[src/rtl/fp_div_pkg.sv]
// rtl/fp_div_pkg.sv - shared types and constants for the floating-point divider
package fp_div_pkg;

  localparam int DEF_EXP_W = 5;
  localparam int DEF_MAN_W = 10;

  typedef enum logic [1:0] {
    ST_IDLE   = 2'd0,
    ST_DIVIDE = 2'd1,
    ST_NORM   = 2'd2,
    ST_DONE   = 2'd3
  } state_t;

  // Special-value field constants; the exponent of inf/NaN is SPECIAL_EXP_BIT replicated
  localparam logic QNAN_SIGN       = 1'b0;
  localparam logic SPECIAL_EXP_BIT = 1'b1;
  localparam logic QNAN_MAN_MSB    = 1'b1;
  localparam logic INF_MAN_BIT     = 1'b0;

endpackage

[src/rtl/dff.sv]
// rtl/dff.sv - enabled D flip-flop cell with asynchronous active-low reset to zero
module dff #(
  parameter int W = 1
) (
  input  logic         clk,
  input  logic         rst_n,
  input  logic         en,
  input  logic [W-1:0] d,
  output logic [W-1:0] q
);

  // Hold q unless enabled; reset clears asynchronously
  always_ff @(posedge clk or negedge rst_n) begin
    if (!rst_n) begin
      q <= '0;
    end else if (en) begin
      q <= d;
    end
  end

endmodule

[src/rtl/fp_mant_div.sv]
// rtl/fp_mant_div.sv - restoring mantissa divider, one quotient bit per step
module fp_mant_div #(
  parameter int MAN_W = 10
) (
  input  logic           clk,
  input  logic           rst_n,
  input  logic           load,
  input  logic           step,
  input  logic [MAN_W:0] dividend,
  input  logic [MAN_W:0] divisor,
  output logic [MAN_W+2:0] quotient,
  output logic           sticky,
  output logic           last
);

  // Integer bit, MAN_W fraction bits, plus one bit each for normalise and guard
  localparam int ITER  = MAN_W + 3;
  localparam int CNT_W = $clog2(ITER + 1);
  // Remainder stays below twice the divisor, so one extra bit suffices
  localparam int REM_W = MAN_W + 2;

  logic [REM_W-1:0] rem;
  logic [REM_W-1:0] rem_sel;
  logic [REM_W-1:0] diff;
  logic [MAN_W:0]   dvs;
  logic [CNT_W-1:0] cnt;
  logic             ge;

  // Trial subtraction of the divisor from the running remainder
  always_comb begin
    diff    = rem - {1'b0, dvs};
    ge      = (rem >= {1'b0, dvs});
    rem_sel = ge ? diff : rem;
  end

  // Load operands, then shift in one quotient bit per step
  always_ff @(posedge clk or negedge rst_n) begin
    if (!rst_n) begin
      rem      <= '0;
      dvs      <= '0;
      quotient <= '0;
      cnt      <= '0;
    end else if (load) begin
      rem      <= {1'b0, dividend};
      dvs      <= divisor;
      quotient <= '0;
      cnt      <= '0;
    end else if (step) begin
      rem      <= {rem_sel[REM_W-2:0], 1'b0};
      quotient <= {quotient[ITER-2:0], ge};
      cnt      <= cnt + 1'b1;
    end
  end

  assign sticky = |rem;
  assign last   = (cnt == CNT_W'(ITER - 1));

endmodule

[src/rtl/fp_divider_n.sv]
// rtl/fp_divider_n.sv - multi-cycle IEEE-style floating-point divider with flush-to-zero
module fp_divider_n
  import fp_div_pkg::*;
#(
  parameter int  EXP_W  = DEF_EXP_W,
  parameter int  MAN_W  = DEF_MAN_W,
  localparam int DATA_W = 1 + EXP_W + MAN_W
) (
  input  logic              clk,
  input  logic              reset_b,
  input  logic [DATA_W-1:0] input_a,
  input  logic [DATA_W-1:0] input_b,
  input  logic              start,
  input  logic              clear,
  output logic              busy,
  output logic              valid,
  output logic [DATA_W-1:0] result,
  output logic              div_by_zero,
  output logic              invalid
);

  localparam int ITER = MAN_W + 3;
  // Exponent math carries two extra bits: one for overflow headroom, one for sign
  localparam int SE_W = EXP_W + 2;
  localparam logic [SE_W-1:0] BIAS    = SE_W'((1 << (EXP_W - 1)) - 1);
  localparam logic [SE_W-1:0] EXP_MAX = SE_W'((1 << EXP_W) - 1);

  state_t state;
  state_t state_next;
  logic [1:0] state_q;

  logic accept;
  logic step;
  logic norm_fire;
  logic div_last;
  logic valid_next;
  logic [1:0] flags_d;
  logic [1:0] flags_q;
  logic flags_en;

  logic [DATA_W-1:0] op_a;
  logic [DATA_W-1:0] op_b;
  logic              sign_a, sign_b, sign_q;
  logic [EXP_W-1:0]  exp_a, exp_b;
  logic [MAN_W-1:0]  man_a, man_b;
  logic zero_a, zero_b, inf_a, inf_b, nan_a, nan_b;

  logic [ITER-1:0] quo;
  logic            rem_nz;

  logic            norm_shift;
  logic [MAN_W:0]  mant_n;
  logic            guard;
  logic            sticky_all;
  logic            round_up;
  logic [MAN_W+1:0] mant_r;
  logic            carry;
  logic [MAN_W-1:0] frac;
  logic [SE_W-1:0] e_raw;
  logic            ovf;
  logic            unf;

  logic [DATA_W-1:0] inf_word;
  logic [DATA_W-1:0] zero_word;
  logic [DATA_W-1:0] qnan_word;
  logic [DATA_W-1:0] res_n;
  logic              dbz_n;
  logic              inv_n;

  dff #(.W(2)) u_state_reg (
    .clk   (clk),
    .rst_n (reset_b),
    .en    (1'b1),
    .d     (state_next),
    .q     (state_q)
  );
  assign state = state_t'(state_q);

  // Next-state: DONE accepts start like IDLE; clear aborts only an in-flight op
  always_comb begin
    state_next = state;
    case (state)
      ST_IDLE, ST_DONE: begin
        if (start) begin
          state_next = ST_DIVIDE;
        end else if (clear) begin
          state_next = ST_IDLE;
        end
      end
      ST_DIVIDE: begin
        if (clear) begin
          state_next = ST_IDLE;
        end else if (div_last) begin
          state_next = ST_NORM;
        end
      end
      ST_NORM: begin
        state_next = clear ? ST_IDLE : ST_DONE;
      end
      default: state_next = ST_IDLE;
    endcase
  end

  // Control outputs decoded from the current state
  always_comb begin
    busy      = 1'b0;
    accept    = 1'b0;
    step      = 1'b0;
    norm_fire = 1'b0;
    case (state)
      ST_IDLE, ST_DONE: accept = start;
      ST_DIVIDE: begin
        busy = 1'b1;
        step = ~clear;
      end
      ST_NORM: begin
        busy      = 1'b1;
        norm_fire = ~clear;
      end
      default: ;
    endcase
  end

  // Valid is sticky: set on completion, dropped by a new op or a clear
  always_comb begin
    valid_next = valid;
    if (norm_fire) begin
      valid_next = 1'b1;
    end else if (accept || clear) begin
      valid_next = 1'b0;
    end
  end

  dff #(.W(1)) u_valid_reg (
    .clk   (clk),
    .rst_n (reset_b),
    .en    (1'b1),
    .d     (valid_next),
    .q     (valid)
  );

  assign flags_en = accept | norm_fire;
  assign flags_d  = norm_fire ? {dbz_n, inv_n} : 2'b00;

  dff #(.W(2)) u_flags_reg (
    .clk   (clk),
    .rst_n (reset_b),
    .en    (flags_en),
    .d     (flags_d),
    .q     (flags_q)
  );
  assign {div_by_zero, invalid} = flags_q;

  // Capture operands on accepted start and the rounded result on completion
  always_ff @(posedge clk or negedge reset_b) begin
    if (!reset_b) begin
      op_a   <= '0;
      op_b   <= '0;
      result <= '0;
    end else begin
      if (accept) begin
        op_a <= input_a;
        op_b <= input_b;
      end
      if (norm_fire) begin
        result <= res_n;
      end
    end
  end

  // Hidden bit is always 1 here; zero/special operands are overridden at the end
  fp_mant_div #(.MAN_W(MAN_W)) u_mant_div (
    .clk      (clk),
    .rst_n    (reset_b),
    .load     (accept),
    .step     (step),
    .dividend ({1'b1, input_a[MAN_W-1:0]}),
    .divisor  ({1'b1, input_b[MAN_W-1:0]}),
    .quotient (quo),
    .sticky   (rem_nz),
    .last     (div_last)
  );

  assign {sign_a, exp_a, man_a} = op_a;
  assign {sign_b, exp_b, man_b} = op_b;
  assign sign_q = sign_a ^ sign_b;

  // Operand classes; a zero exponent (including subnormals) reads as zero
  assign zero_a = (exp_a == '0);
  assign zero_b = (exp_b == '0);
  assign inf_a  = (&exp_a) && (man_a == '0);
  assign inf_b  = (&exp_b) && (man_b == '0);
  assign nan_a  = (&exp_a) && (man_a != '0);
  assign nan_b  = (&exp_b) && (man_b != '0);

  assign inf_word  = {sign_q, {EXP_W{SPECIAL_EXP_BIT}}, {MAN_W{INF_MAN_BIT}}};
  assign zero_word = {sign_q, {(DATA_W-1){1'b0}}};
  assign qnan_word = {QNAN_SIGN, {EXP_W{SPECIAL_EXP_BIT}}, QNAN_MAN_MSB, {(MAN_W-1){1'b0}}};

  // Normalise the quotient, round to nearest even, and form the biased exponent
  always_comb begin
    norm_shift = ~quo[ITER-1];
    if (quo[ITER-1]) begin
      mant_n     = quo[ITER-1:2];
      guard      = quo[1];
      sticky_all = quo[0] | rem_nz;
    end else begin
      mant_n     = quo[ITER-2:1];
      guard      = quo[0];
      sticky_all = rem_nz;
    end
    round_up = guard & (sticky_all | mant_n[0]);
    mant_r   = {1'b0, mant_n} + {{(MAN_W+1){1'b0}}, round_up};
    carry    = mant_r[MAN_W+1];
    frac     = carry ? mant_r[MAN_W:1] : mant_r[MAN_W-1:0];
    e_raw    = {2'b00, exp_a} - {2'b00, exp_b} + BIAS
             - SE_W'(norm_shift) + SE_W'(carry);
    ovf      = ~e_raw[SE_W-1] && (e_raw >= EXP_MAX);
    unf      = e_raw[SE_W-1] || (e_raw == '0);
  end

  // Special operands take priority over the arithmetic result
  always_comb begin
    res_n = {sign_q, e_raw[EXP_W-1:0], frac};
    dbz_n = 1'b0;
    inv_n = 1'b0;
    if (nan_a || nan_b || (zero_a && zero_b) || (inf_a && inf_b)) begin
      res_n = qnan_word;
      inv_n = 1'b1;
    end else if (inf_a) begin
      res_n = inf_word;
    end else if (zero_b) begin
      res_n = inf_word;
      dbz_n = 1'b1;
    end else if (zero_a || inf_b) begin
      res_n = zero_word;
    end else if (ovf) begin
      res_n = inf_word;
    end else if (unf) begin
      res_n = zero_word;
    end
  end

endmodule

[config.mk]
export PLATFORM = sky130hd
export DESIGN_NAME = fp_divider_n
export DESIGN_NICKNAME = d
export VERILOG_FILES = /design/src/rtl/fp_div_pkg.sv /design/src/rtl/dff.sv /design/src/rtl/fp_mant_div.sv /design/src/rtl/fp_divider_n.sv
export SDC_FILE = /design/constraint.sdc
export NUM_CORES = 1
export LEC_CHECK = 0
export BUFFER_PORTS_ARGS = -buffer_cell sky130_fd_sc_hd__buf_2
export CAP_MARGIN = 10
export CORE_AREA = 2 2 123 125
export DETAILED_ROUTE_END_ITERATION = 8
export DIE_AREA = 0 0 125 127
export GPL_TIMING_DRIVEN = 0
export PLACE_DENSITY = 0.64
export SKIP_CTS_REPAIR_TIMING = 1
export SLEW_MARGIN = 30
export SYNTH_ARGS = -nofsm -noshare
export SYNTH_HDL_FRONTEND = slang
export SYNTH_SLANG_ARGS = --single-unit
[constraint.sdc]
create_clock -name clk -period 4.1 [get_ports clk]
set_input_delay 0.205 -clock clk [delete_from_list [all_inputs] [get_ports clk]]
set_output_delay 0.205 -clock clk [all_outputs]
set_load 0.005 [all_outputs]
==> impl_metrics.ini <==
[run_status]
outcome = finished, final reports clean

[critical_path]
reg2reg_depth = 15
cp-end-kind = flop
critical_path.max_fanout = 8
required_ns = 4.36
worstSetupStartpointType = flop
cp_cell_sequence = nand3_1 > a2111oi_4 > nand3_1 > or2_1 > inv_2 > fa_1 > ha_1 > inv_1 > fa_1 > nor2b_1 > o21a_1 > o211ai_1 > a211oi_2 > nand4_4 > o31ai_4
setup.worst_path.class = flop to flop
worst-endpoint-arrival_ns = 4.06
critical_path.slowest_cell = sky130_fd_sc_hd__dfrtp_1
worst_path_largest_cell_delay_ns = 0.46

[final_layout]
most_common_library_cell_in_the_layout_ignoring_fill_and_taps = sky130_fd_sc_hd__nand2_1
final_area_um2 = 5920
design.final.nets = 725
share_of_layout_cells_above_drive_strength_1_pct = 14.3
finalNonFillerCells = 849
layout.cells.most_common_list = sky130_fd_sc_hd__nand2_1 (119), sky130_fd_sc_hd__dfrtp_1 (82), sky130_fd_sc_hd__buf_2 (55), sky130_fd_sc_hd__o21ai_0 (40), sky130_fd_sc_hd__a21oi_1 (38)
fill_cells = 1462
n_antenna_cell = 0
syn2layout_area_growth_pct = 17.6

[global_route]
grt_pass1_wl_um = 22500
grt_antenna_before_repair = 0
grt_start_max_net_pins = 44
vias_in_the_first_global_route = 4572
globalRoute.totalOverflow = 0
all_layer_global_routing_usage_pct = 17.3

[routing]
detail_route.vias_per_cell = 5.33
drt_iter0_drc = 300
wl_um = 13300
detail_route.drc_violations = 0
route.vias.total = 4524
drtAntennaViolNets = 0
initial_drt_pass_iterations = 6
avgRoutedWirePerCell_um = 15.7

[pwr]
worst_ir_drop_vdd_mv = 0.522
power_leakage_nw = 2.69
power_mw = 5.10
cellPowerDensity_nw_per_um2 = 861

[place]
dpl.hpwl_um = 10100
post-place-cells = 828
io_buffer_count = 55
placedInstanceArea_um2 = 5570
gp_congestion = 0.870

[synth]
async_s_r_ff_share_synth_pct = 100
ys_seq_area_share_pct = 41.2
syn-mean-instance-area_um2 = 8.57
synth_xor_area_share_pct = 3.13
synth_adder_area_share_pct = 7.80
number_of_instances_in_the_synthesized_netlist = 588
synthSimpleGateAreaFrac_pct = 22.3
synthesized_area_fraction_occupied_by_ao_oa_aoi_and_oai_cells_pct = 19.2
ys_warn_count = 0
synth_top_family_by_area = simple AND/OR/NAND/NOR gates
synth_enable_flop_cells = 0
synth_cell_type_count = 64
synth_area_um2 = 5040
postSynthNetCount = 653
synth_mux_area_share_pct = 1.86
flops_latches_synth = 83
synth_top_flop_cell = sky130_fd_sc_hd__dfrtp_1

[clocking]
cts-htree-levels = 3
numClockSinks = 83
clock_tree.root_cell = sky130_fd_sc_hd__clkbuf_16
tritoncts = done
clk_latency_ns = 0.35
cts_buffers = 9
clk_pin_slew_ns = 0.07
ctsLongestPathBuffers = 2

[sta]
period_needed_ns = 3.81
rsz0062_at_grt = no
final-max-slew-violation-count = 0
setup_viol = 0
fin_tns_setup_ns = 0
slew_headroom_pct = 51.5
report.final.hold_viol_count = 0
max_freq_ghz = 0.263
max_clock_skew_ns = 0.00677
period_share_pct = 92.8
worst_pin_slew_ns = 0.724

[floorplanning]
floorplan.die_area_um2 = 15900
rows = 44
die_w_um = 125
start_util_pct = 34.9
fp.dieH_um = 127
floorplan.io_pins = 56
core_area_um2 = 14400

[job]
drv_cap = 0

[worst_hold_path]
hold_path_depth = 3
min-delay-path-class = primary input to flop
-- sequential cells by signal, indices dropped and copies added (netlist names) --
| register | flops |
|---|---|
| op_a | 16 |
| op_b | 16 |
| result | 16 |
| u_flags_reg.q | 2 |
| u_mant_div.cnt | 4 |
| u_mant_div.dvs | 1 |
| u_mant_div.quotient | 13 |
| u_mant_div.rem | 12 |
| u_state_reg.q | 2 |
| u_valid_reg.q | 1 |
-- metal layers --
metal / track usage, % / up-vias / wire length (um)
li1: - / 2193 / -
met3: 4.02 / 9 / 650
met1: 22.5 / 2196 / 6190
met2: 29.3 / 126 / 6340
met5: 0 / - / 0
met4: 4.58 / 0 / 119
-- cell usage after synthesis (8+ instances only) --
library cell,count,area (um^2)
sky130_fd_sc_hd__a21oi_1,38,190
sky130_fd_sc_hd__a22oi_1,8,60.1
sky130_fd_sc_hd__clkbuf_1,19,71.3
sky130_fd_sc_hd__dfrtp_1,83,2080
sky130_fd_sc_hd__ha_1,25,313
sky130_fd_sc_hd__inv_1,33,124
sky130_fd_sc_hd__nand2_1,119,447
sky130_fd_sc_hd__nand3_1,26,130
sky130_fd_sc_hd__nand4_1,8,50.1
sky130_fd_sc_hd__nor2_1,32,120
sky130_fd_sc_hd__nor2b_1,9,56.3
sky130_fd_sc_hd__nor4_1,9,56.3
sky130_fd_sc_hd__o211ai_1,8,60.1
sky130_fd_sc_hd__o21a_1,8,60.1
sky130_fd_sc_hd__o21ai_0,40,200
sky130_fd_sc_hd__o21ai_1,10,50.1
sky130_fd_sc_hd__xnor2_1,14,123
-- logic make-up after synthesis --
group,count (synthesis)
xor+xnor,18
buf+inv,58
flops,83
fa+ha+maj,29
simple gates,242
mux,9
compound gates,149
-- power by group --
group          switching (mW)  leakage (nW)  internal (mW)  total, mW
Clock                   0.348         0.128          0.413      0.761
Sequential              0.212          1.07           1.04       1.26
Combinational            1.82          1.48           1.26       3.09
Total                    2.38          2.69           2.72       5.10
-- critical path: cells and delay by family, from the launching register on --
kind,cells,cell delay (ns)
adder cells (fa/ha/maj),3,0.75
AND/OR/NAND/NOR,5,0.99
flip-flops,1,0.46
AO/OA/AOI/OAI,5,1.33
buffers and inverters,2,0.16
-- stage by stage --
step / util [%] / worst slack, ns / hold slack (ns)
6_report: 41.1 / 0.294 / 0.0457
2_1_floorplan: - / 0.520 / -0.0906
5_1_grt: 41.1 / 0.0176 / 0.0383
4_1_cts: 40.6 / 0.0276 / -0.230
3_5_place_dp: 38.6 / 0.0669 / 0.145
3_3_place_gp: 38.4 / 0.148 / 0.398
-- final cells by class --
cell class	count	area (um^2)	area share, %
multi-input combinational	447	2770	46.7
sequential	83	2080	35.1
timing repair buffer	61	342	5.77
tap	184	230	3.89
clock buffer	9	225	3.80
inverter	34	128	2.15
buffer	24	98.8	1.67
clock inverter	7	53.8	0.908
-- final timing paths --
| check | start | endpoint | slack, ns |
|---|---|---|---|
| worst min-delay path | input_a[13] | op_a[13] | 0.05 |
| worst max register to register | u_mant_div.quotient[2] | result[8] | 0.29 |
| worst min register to register | u_mant_div.dvs[10] | u_mant_div.dvs[10] | 0.48 |
| min in group asynchronous | reset_b | result[12] | 0.34 |
| max in group asynchronous | reset_b | u_state_reg.q[1] | 3.20 |
| worst max-delay path | u_mant_div.quotient[2] | result[8] | 0.29 |
(Power assumes the default switching activity.)
